`config.mk`:
```
export PLATFORM = sky130hd
export DESIGN_NAME = pc_seq_unit
export DESIGN_NICKNAME = d
export VERILOG_FILES = /design/src/rtl/pc_seq_unit.sv
export SDC_FILE = /design/constraint.sdc
export NUM_CORES = 1
export LEC_CHECK = 0
export ABC_AREA = 1
export CORE_MARGIN = 3
export CORE_UTILIZATION = 53
export CTS_BUF_LIST = sky130_fd_sc_hd__clkbuf_8
export DETAILED_ROUTE_END_ITERATION = 6
export GPL_TIMING_DRIVEN = 0
export PLACE_DENSITY_LB_ADDON = 0.3
export SLEW_MARGIN = 20
export SYNTH_ARGS = -nofsm -noshare
export SYNTH_HDL_FRONTEND = slang
export SYNTH_SLANG_ARGS = --single-unit
```
`constraint.sdc`:
```
create_clock -name clk -period 7.5 [get_ports clk]
set_clock_uncertainty 0.15 [all_clocks]
set_input_delay 0.75 -clock clk [delete_from_list [all_inputs] [get_ports clk]]
set_output_delay 0.75 -clock clk [all_outputs]
set_load 0.02 [all_outputs]
```
`src/rtl/pc_seq_unit.sv`:
```
// Registered program-counter sequencer: owns the PC, resolves branch/jump/return
// flow by fixed priority and keeps a circular return-address stack for jal/ret.
module pc_seq_unit #(
  parameter int                ADDR_W    = 32,
  parameter logic [ADDR_W-1:0] RESET_PC  = '0,
  parameter int                RAS_DEPTH = 4
) (
  input  logic              clk,
  input  logic              rst,
  input  logic              stall,
  input  logic [2:0]        br_op,
  input  logic              zero,
  input  logic              neg,
  input  logic              j,
  input  logic              jal,
  input  logic              jr,
  input  logic              ret,
  input  logic [25:0]       imm26,
  input  logic [ADDR_W-1:0] rs_val,
  output logic [ADDR_W-1:0] pc,
  output logic [ADDR_W-1:0] pc_plus4,
  output logic              pc_src,
  output logic              flush,
  output logic [ADDR_W-1:0] link_addr,
  output logic              ras_empty,
  output logic              ras_full,
  output logic              ras_ovf,
  output logic              ras_unf,
  output logic              misalign
);

  localparam int                PTR_W   = $clog2(RAS_DEPTH);
  localparam int                CNT_W   = $clog2(RAS_DEPTH + 1);
  localparam logic [PTR_W-1:0] PTR_MAX = PTR_W'(RAS_DEPTH - 1);
  localparam logic [CNT_W-1:0] CNT_MAX = CNT_W'(RAS_DEPTH);

  typedef enum logic [2:0] {
    SEL_SEQ,
    SEL_BR,
    SEL_J,
    SEL_JAL,
    SEL_JR,
    SEL_RET
  } sel_e;

  logic [ADDR_W-1:0] pc_q, pc_d;
  logic [PTR_W-1:0]  top_q, top_d;
  logic [CNT_W-1:0]  cnt_q, cnt_d;
  logic              flush_q, flush_d;
  logic              ovf_q, ovf_d;
  logic              unf_q, unf_d;
  logic [ADDR_W-1:0] ras_mem_q [RAS_DEPTH];

  sel_e              sel;
  logic              br_taken;
  logic              push;
  logic [PTR_W-1:0]  top_inc;
  logic [PTR_W-1:0]  top_dec;
  logic [ADDR_W-1:0] br_off;
  logic [ADDR_W-1:0] br_target;
  logic [ADDR_W-1:0] j_target;
  logic [ADDR_W-1:0] ind_raw;
  logic [ADDR_W-1:0] next_pc;

  assign pc        = pc_q;
  assign pc_plus4  = pc_q + ADDR_W'(4);
  assign link_addr = pc_plus4;
  assign ras_empty = (cnt_q == '0);
  assign ras_full  = (cnt_q == CNT_MAX);
  assign flush     = flush_q;
  assign ras_ovf   = ovf_q;
  assign ras_unf   = unf_q;

  // Pointer wraps explicitly so non-power-of-two depths stay inside the array.
  assign top_inc = (top_q == PTR_MAX) ? '0 : top_q + PTR_W'(1);
  assign top_dec = (top_q == '0) ? PTR_MAX : top_q - PTR_W'(1);

  assign br_off    = {{(ADDR_W-18){imm26[15]}}, imm26[15:0], 2'b00};
  assign br_target = pc_plus4 + br_off;
  assign j_target  = {pc_plus4[ADDR_W-1:28], imm26, 2'b00};
  assign ind_raw   = (sel == SEL_RET && !ras_empty) ? ras_mem_q[top_q] : rs_val;

  always_comb begin
    br_taken = 1'b0;
    case (br_op)
      3'b001:  br_taken = zero;
      3'b010:  br_taken = !zero;
      3'b011:  br_taken = zero | neg;
      3'b100:  br_taken = !zero & !neg;
      default: br_taken = 1'b0;
    endcase
  end

  always_comb begin
    sel = SEL_SEQ;
    if (ret)           sel = SEL_RET;
    else if (jr)       sel = SEL_JR;
    else if (jal)      sel = SEL_JAL;
    else if (j)        sel = SEL_J;
    else if (br_taken) sel = SEL_BR;
  end

  always_comb begin
    next_pc  = pc_plus4;
    pc_src   = 1'b0;
    misalign = 1'b0;
    case (sel)
      SEL_BR: begin
        next_pc = br_target;
        pc_src  = 1'b1;
      end
      SEL_J, SEL_JAL: begin
        next_pc = j_target;
        pc_src  = 1'b1;
      end
      SEL_JR, SEL_RET: begin
        next_pc  = {ind_raw[ADDR_W-1:2], 2'b00};
        pc_src   = 1'b1;
        misalign = (ind_raw[1:0] != 2'b00);
      end
      default: begin
        next_pc = pc_plus4;
      end
    endcase
  end

  // A full stack overwrites its oldest slot; an empty pop leaves state alone.
  always_comb begin
    pc_d    = pc_q;
    top_d   = top_q;
    cnt_d   = cnt_q;
    flush_d = 1'b0;
    ovf_d   = 1'b0;
    unf_d   = 1'b0;
    push    = 1'b0;
    if (!stall) begin
      pc_d    = next_pc;
      flush_d = pc_src;
      if (sel == SEL_JAL) begin
        push  = 1'b1;
        top_d = top_inc;
        if (cnt_q == CNT_MAX) ovf_d = 1'b1;
        else                  cnt_d = cnt_q + CNT_W'(1);
      end else if (sel == SEL_RET) begin
        if (cnt_q == '0) begin
          unf_d = 1'b1;
        end else begin
          top_d = top_dec;
          cnt_d = cnt_q - CNT_W'(1);
        end
      end
    end
  end

  always_ff @(posedge clk) begin
    if (rst) begin
      pc_q    <= RESET_PC;
      top_q   <= '0;
      cnt_q   <= '0;
      flush_q <= 1'b0;
      ovf_q   <= 1'b0;
      unf_q   <= 1'b0;
    end else begin
      pc_q    <= pc_d;
      top_q   <= top_d;
      cnt_q   <= cnt_d;
      flush_q <= flush_d;
      ovf_q   <= ovf_d;
      unf_q   <= unf_d;
    end
  end

  always_ff @(posedge clk) begin
    if (push && !rst) ras_mem_q[top_inc] <= pc_plus4;
  end

endmodule

```
======== Word-level counts from Yosys, hierarchy flattened ========
Memories as Yosys holds them, arrays and structs flattened. A register that Yosys moved wholly into a read port is not among the register bits.
Cells that the tools add are included.
storage, ports and cells
  bits in registers ....................... 40
  bits in latches ......................... 0
  bits in writable memories ............... 128
  memory bits (read-only) ................. 0
  output and inout port bits .............. 103
  memories ................................ 1
operators by class
  add/subtract/negate cells ............... 6
  multipliers ............................. 0
  divide/modulo/power cells ............... 0
  $lt $le $gt $ge ......................... 0
  equality and inequality tests ........... 13
  shift operators ......................... 0
  mux-type cells .......................... 27
  bitwise operators ....................... 5
  reduce and logical (&&, ||, !) cells .... 18
memories
  name       depth  width  rd ports  clocked after Yosys merged registers in  write ports  RTL line  source
  ras_mem_q  4      32     1         1                                        1            52        logic [ADDR_W-1:0] ras_mem_q [RAS_DEPTH];
operators by type and width
  operator               count
  $pmux 32 s3            1
  $add 32x3->32 const B  1
  $add 32x32->32         1
  $mux 32                1
  $mux 2                 9
  $mux 3                 6
  $eq 3x2->1 const B     4
  $eq 3x3->1 const B     4
  $mux 1                 9
  $eq 3x1->1 const B     2
  $reduce_or 2->1        3
  $reduce_or 5->1        1
  $logic_not 1->1        4
  $pmux 1 s4             1
  $reduce_and 4->1       1
  $reduce_bool 2->1      2
  $reduce_or 4->1        1
  $add 3x1->3 const B    1
  $logic_not 3->1        1
  $not 1->1              3
  $reduce_and 3->1       1
  $reduce_or 3->1        1
  $sub 3x1->3 const B    1
  $add 2x1->2 const B    1
  8 further kinds        9

======== Logic depth before layout (Yosys ltp) ========
  word-level depth ........................ 14
  mapped depth ............................ 24
  depth with buffers taken out ............ 24

======== Worst setup path after synthesis ========
Ideal clock, no wire load.
  path kind ............................... input port to flip-flop
  start ................................... in jr
  end ..................................... mem ras_mem_q[0][10] (enable)
  data arrival time ....................... 2.916 ns
  setup slack ............................. 4.017 ns
  stages .................................. 7
  buffers on the path ..................... 2
  cell sequence ........................... nor2_2 -> inv_2 -> a21oi_2 -> buf_4 -> buf_2 -> nand3_1 -> nor2_1
between the ends
  cells in the longest elaborated chain, start to end .. 8
ends and longest elaborated chain
  what                          RTL line  source
  start: declaration            16        input logic jr,
  $mux 3                        97        else if (jr) sel = SEL_JR;
  $mux 3                        96        if (ret) sel = SEL_RET;
  $eq 3x2->1                    139       if (sel == SEL_JAL) begin
  $mux 1                        139
  $mux 1                        136       if (!stall) begin
  $logic_and 1x1->1             174       if (push && !rst) ras_mem_q[top_inc] <= pc_plus4;
  $mux 1                        174
  $mux 1 (not written as such)  174
  end: declaration              52
Every way passes these cells.

======== Worst setup path in the final report ========
  start ................................... reg pc_q[2], in the netlist pc[2]
  end ..................................... out pc_plus4[16]
between the ends
  cells in the longest elaborated chain, start to end .. 1
ends and longest elaborated chain
  what                      RTL line  source
  start: declaration        46        logic [ADDR_W-1:0] pc_q, pc_d;
  start signal: assignment  164       pc_q <= pc_d;
  $add 32x3->32             66        assign pc_plus4 = pc_q + ADDR_W'(4);
  end: declaration          21        output logic [ADDR_W-1:0] pc_plus4,
Every way passes these cells.

==> impl_results.md <==
* Status: complete, no violations
* Reg2Reg Setup Slack at 3.22 ns
* IO Pins at 173
* CTS tree: done
* HPWL Detailed at 28160 µm
* Port Buffer Count at 164
* Worst Path Arrival at 3.57 ns
* 1st-iter DRT viols at 1297
* Hold path start: pc[19]
* DR WL/cell at 19.61 µm
* NetSw at 849.1 µW
* Global-route wire length before repair at 54330 µm
* Mapped cell area at 10360 µm²
* Max Clk Rate at 223.5 MHz
* Pint at 1483 µW
* WP buf/inv at 3
* Slew headroom at 23.50%
* Clock slew at reported path FFs at 0.09 ns
* Worst slack, placed at 3.477 ns
* Drc violations at 0
* Die width at 145.8 µm
* Nets at 1683
* Initial antenna violation count at 1
* Fin cells at 1843
* GR Overflow Total at 0
* Biggest cell delay along the critical path at 0.79 ns
* CP required at 6.60 ns
* Row count at 50
* Slowest CP cell: xor2_1
* Crit Path Max Fanout at 8
* Number of cells upsized or downsized after cts at 0
* Worst-skew pair later-pin latency at 0.47 ns
* Critical-path cell list: ha_1, nand3_2, nor3_4, inv_2, nor2_2, xor2_1, buf_4, clkdlybuf4s50_1
* YS warnings at 0
* Reg2reg start: pc[2]
* Synth Instances at 1379
* Post-Route Setup TNS at 0 ns
* Flop pwr share at 43.4%
* Synth async-reset ratio at 0%
* Total Routing Usage GR at 33.19%
* Hold Path Class: flip-flop to flip-flop
* Min Tclk post-route at 4.475 ns
* Vias per inst at 5.648
* Final count of pins violating max slew at 0
* Initial core utilization at 54.68%
* Core Util, Final at 67.60%
* CTS Buffer Depth at 2
* Synth Flop Type: edfxtp_1
* Reg-to-reg endpoint: pc[20]
* Die H at 145.8 µm
* Crit start category: flip-flop
* Area of the core at 18960 µm²
* Routability congestion estimate from global placement at 1.046
* N_diodes at 0
* Actual slew at the worst max-slew pin at 1.144 ns
* Leak Pwr at 0.005781 µW
* Post-CTS setup buffers at 0
* Syn-to-layout area delta at 23.62%
* Via count of the first global-routing pass at 9688
* Cts hold-fix bufs at 0
* Crit path from: pc[2]
* Reg2Reg Depth at 15
* Power share of the clock group at 25.5%
* Switching share of power at 36.40%
* Worst hold path endpoint: pc[19]
* Fin. Hold Viols at 0
* Mean Syn Cell Area at 7.516 µm²
* Max VDD drop at 0.1126 mV
* WL final at 36150 µm
* Htree depth at 4
* Register area share after synthesis at 42.49%
* Root buffer cell: clkbuf_8
* Post-synth EDFFs at 120
* Gate power share at 31.1%
* Family with the most delay on the worst path: buffers and inverters
* FF+latch count, synth at 160
* Max Cap Viol at 0
* Post-route ant nets at 0
* Worst hold path depth at 2
* WS Path Type: flip-flop to primary output
* Largest net degree at the start of global routing at 25
* Share of layout cells above drive strength 1 at 8.528%
* Period utilization at 59.66%
* Drt pass-1 iters at 6
* Element type at the critical path end: primary output
* RSZ-0062 raised after global routing: false
* CTS Buf Count at 17
* Clk sinks at 160
* PwrDens at 182.0 nW/µm²
* Fin worst setup slack at 3.025 ns
* Placed insts at 1812
* Setup Viol. Count Final at 0
* Die area at 21270 µm²
* Unique masters post-synth at 52
* Via count at 10410
## area by class of cell
class / instances / area [µm²]
clock inverters: 14 / 108.9
flip-flops and latches: 160 / 4404
multi-input cells: 1002 / 5002
inverters: 144 / 543.0
clock buffers: 17 / 234.0
repair buffers: 168 / 1732
well taps: 260 / 325.3
plain buffers: 78 / 464.2
fillers: 1610 / 6142
## worst reg2reg max path: stages (launching register included)
cell and delay, ns:
dfxtp_1 0.50, ha_1 0.33, nand3_2 0.18, nor3_4 0.28, xor2_1 0.77, ha_1 0.44
nand2_1 0.17, inv_1 0.06, a21oi_1 0.22, nand3_1 0.23, nand2_1 0.11, nand2_1 0.06
o21ai_0 0.35, nand2_1 0.20, nand2_1 0.10, nand2_1 0.05
## through the flow
step	power (µW)	hold WS [ns]	cell area, µm²
after floorplan	1444	0.3580	10380
after global placement	1721	0.3538	12350
after detailed placement	1736	0.3559	12470
after CTS	2309	0.3782	12810
after global routing	2421	0.4038	12810
final	2333	0.3760	12810
## layout by cell type (no fill, tap or decap), types with 7 or more instances in the layout
| cell type | n |
|---|---|
| nand2_1 | 471 |
| clkdlybuf4s50_1 | 164 |
| inv_1 | 135 |
| edfxtp_1 | 120 |
| nor2_1 | 117 |
| nand3_1 | 101 |
| a21oi_1 | 89 |
| ha_1 | 40 |
| dfxtp_1 | 40 |
| buf_4 | 38 |
| o21ai_0 | 30 |
| xor2_1 | 23 |
| buf_2 | 23 |
| clkbuf_8 | 17 |
| clkbuf_1 | 16 |
| nor3_1 | 13 |
| nand4_1 | 12 |
| a22oi_1 | 12 |
| a211oi_1 | 9 |
| a221oi_1 | 8 |
| inv_2 | 7 |
| nor2_4 | 7 |
| o21ai_1 | 7 |
## cells by family after synthesis
| kind of cell | count (synthesis) | synth area share [%] |
|---|---|---|
| AND/OR/NAND/NOR | 751 | 30.36 |
| flip-flops | 160 | 42.49 |
| AO/OA/AOI/OAI | 176 | 9.826 |
| XOR/XNOR | 27 | 2.354 |
| buffers and inverters | 222 | 9.718 |
| other | 1 | 0.03618 |
| adder cells (fa/ha/maj) | 42 | 5.215 |
## per-layer routing
metal  up-vias  GRT usage (%)  routed length [µm]
met5         -              0                  13
met3       102          6.447                3930
met4         2          14.34                1437
li1       4866              -                   -
met2       641          53.41               16810
met1      4799          43.90               13950
## power by group through the flow
| stage | clock network (µW) | registers [µW] | logic [µW] |
|---|---|---|---|
| 2_1_floorplan | 0 | 1040 | 401 |
| 6_report | 594 | 1010 | 726 |
| 3_5_place_dp | 0 | 1030 | 704 |
| 3_3_place_gp | 0 | 1030 | 689 |
| 4_1_cts | 589 | 1010 | 708 |
| 5_1_grt | 629 | 1020 | 776 |
## worst max path at each step
| stage | end | depth (start not counted) |
|---|---|---|
| detailed placement | pc[20] | 15 |
| global route | pc_plus4[16] | 8 |
| finish | pc_plus4[16] | 8 |
| CTS | pc_plus4[16] | 8 |
| global placement | ras_mem_q[2][4] | 8 |
| floorplan | ras_mem_q[0][10] | 7 |
## registers in the layout, summed over array words and instances, names as in the netlist, named ones only
signal	cells
ras_mem_q	120
pc	30
cnt_q	3
top_q	2
flush	1
ras_ovf	1
ras_unf	1
## synth_stat cells (2+ instances only)
| master | count | area (µm²) |
|---|---|---|
| nand3_1 | 101 | 505.5 |
| edfxtp_1 | 120 | 3603 |
| o21a_1 | 3 | 22.52 |
| nand3_2 | 2 | 20.02 |
| buf_2 | 23 | 115.1 |
| a22o_1 | 2 | 17.52 |
| xnor2_1 | 3 | 26.28 |
| nor2_2 | 6 | 37.54 |
| nor2_1 | 121 | 454.2 |
| o21bai_1 | 6 | 45.04 |
| or2_2 | 5 | 31.28 |
| a32oi_1 | 2 | 17.52 |
| dfxtp_1 | 40 | 800.8 |
| nor3_1 | 13 | 65.06 |
| inv_1 | 135 | 506.7 |
| buf_4 | 38 | 285.3 |
| o21ai_0 | 30 | 150.1 |
| nand4_1 | 12 | 75.07 |
| o21ai_1 | 7 | 35.03 |
| a221oi_1 | 8 | 70.07 |
| o22ai_1 | 2 | 12.51 |
| nand3b_1 | 3 | 22.52 |
| clkbuf_1 | 16 | 60.06 |
| inv_2 | 7 | 26.28 |
| ha_1 | 40 | 500.5 |
| nor2_4 | 3 | 33.78 |
| nor3_4 | 2 | 32.53 |
| a211oi_1 | 9 | 67.56 |
| xor2_1 | 23 | 201.4 |
| nand2_2 | 4 | 25.02 |
| fa_1 | 2 | 40.04 |
| a21o_1 | 2 | 15.01 |
| a21oi_1 | 89 | 445.4 |
| a22oi_1 | 12 | 90.09 |
| nand2_1 | 471 | 1768 |
Note: power is estimated with default switching activity, not from simulation.
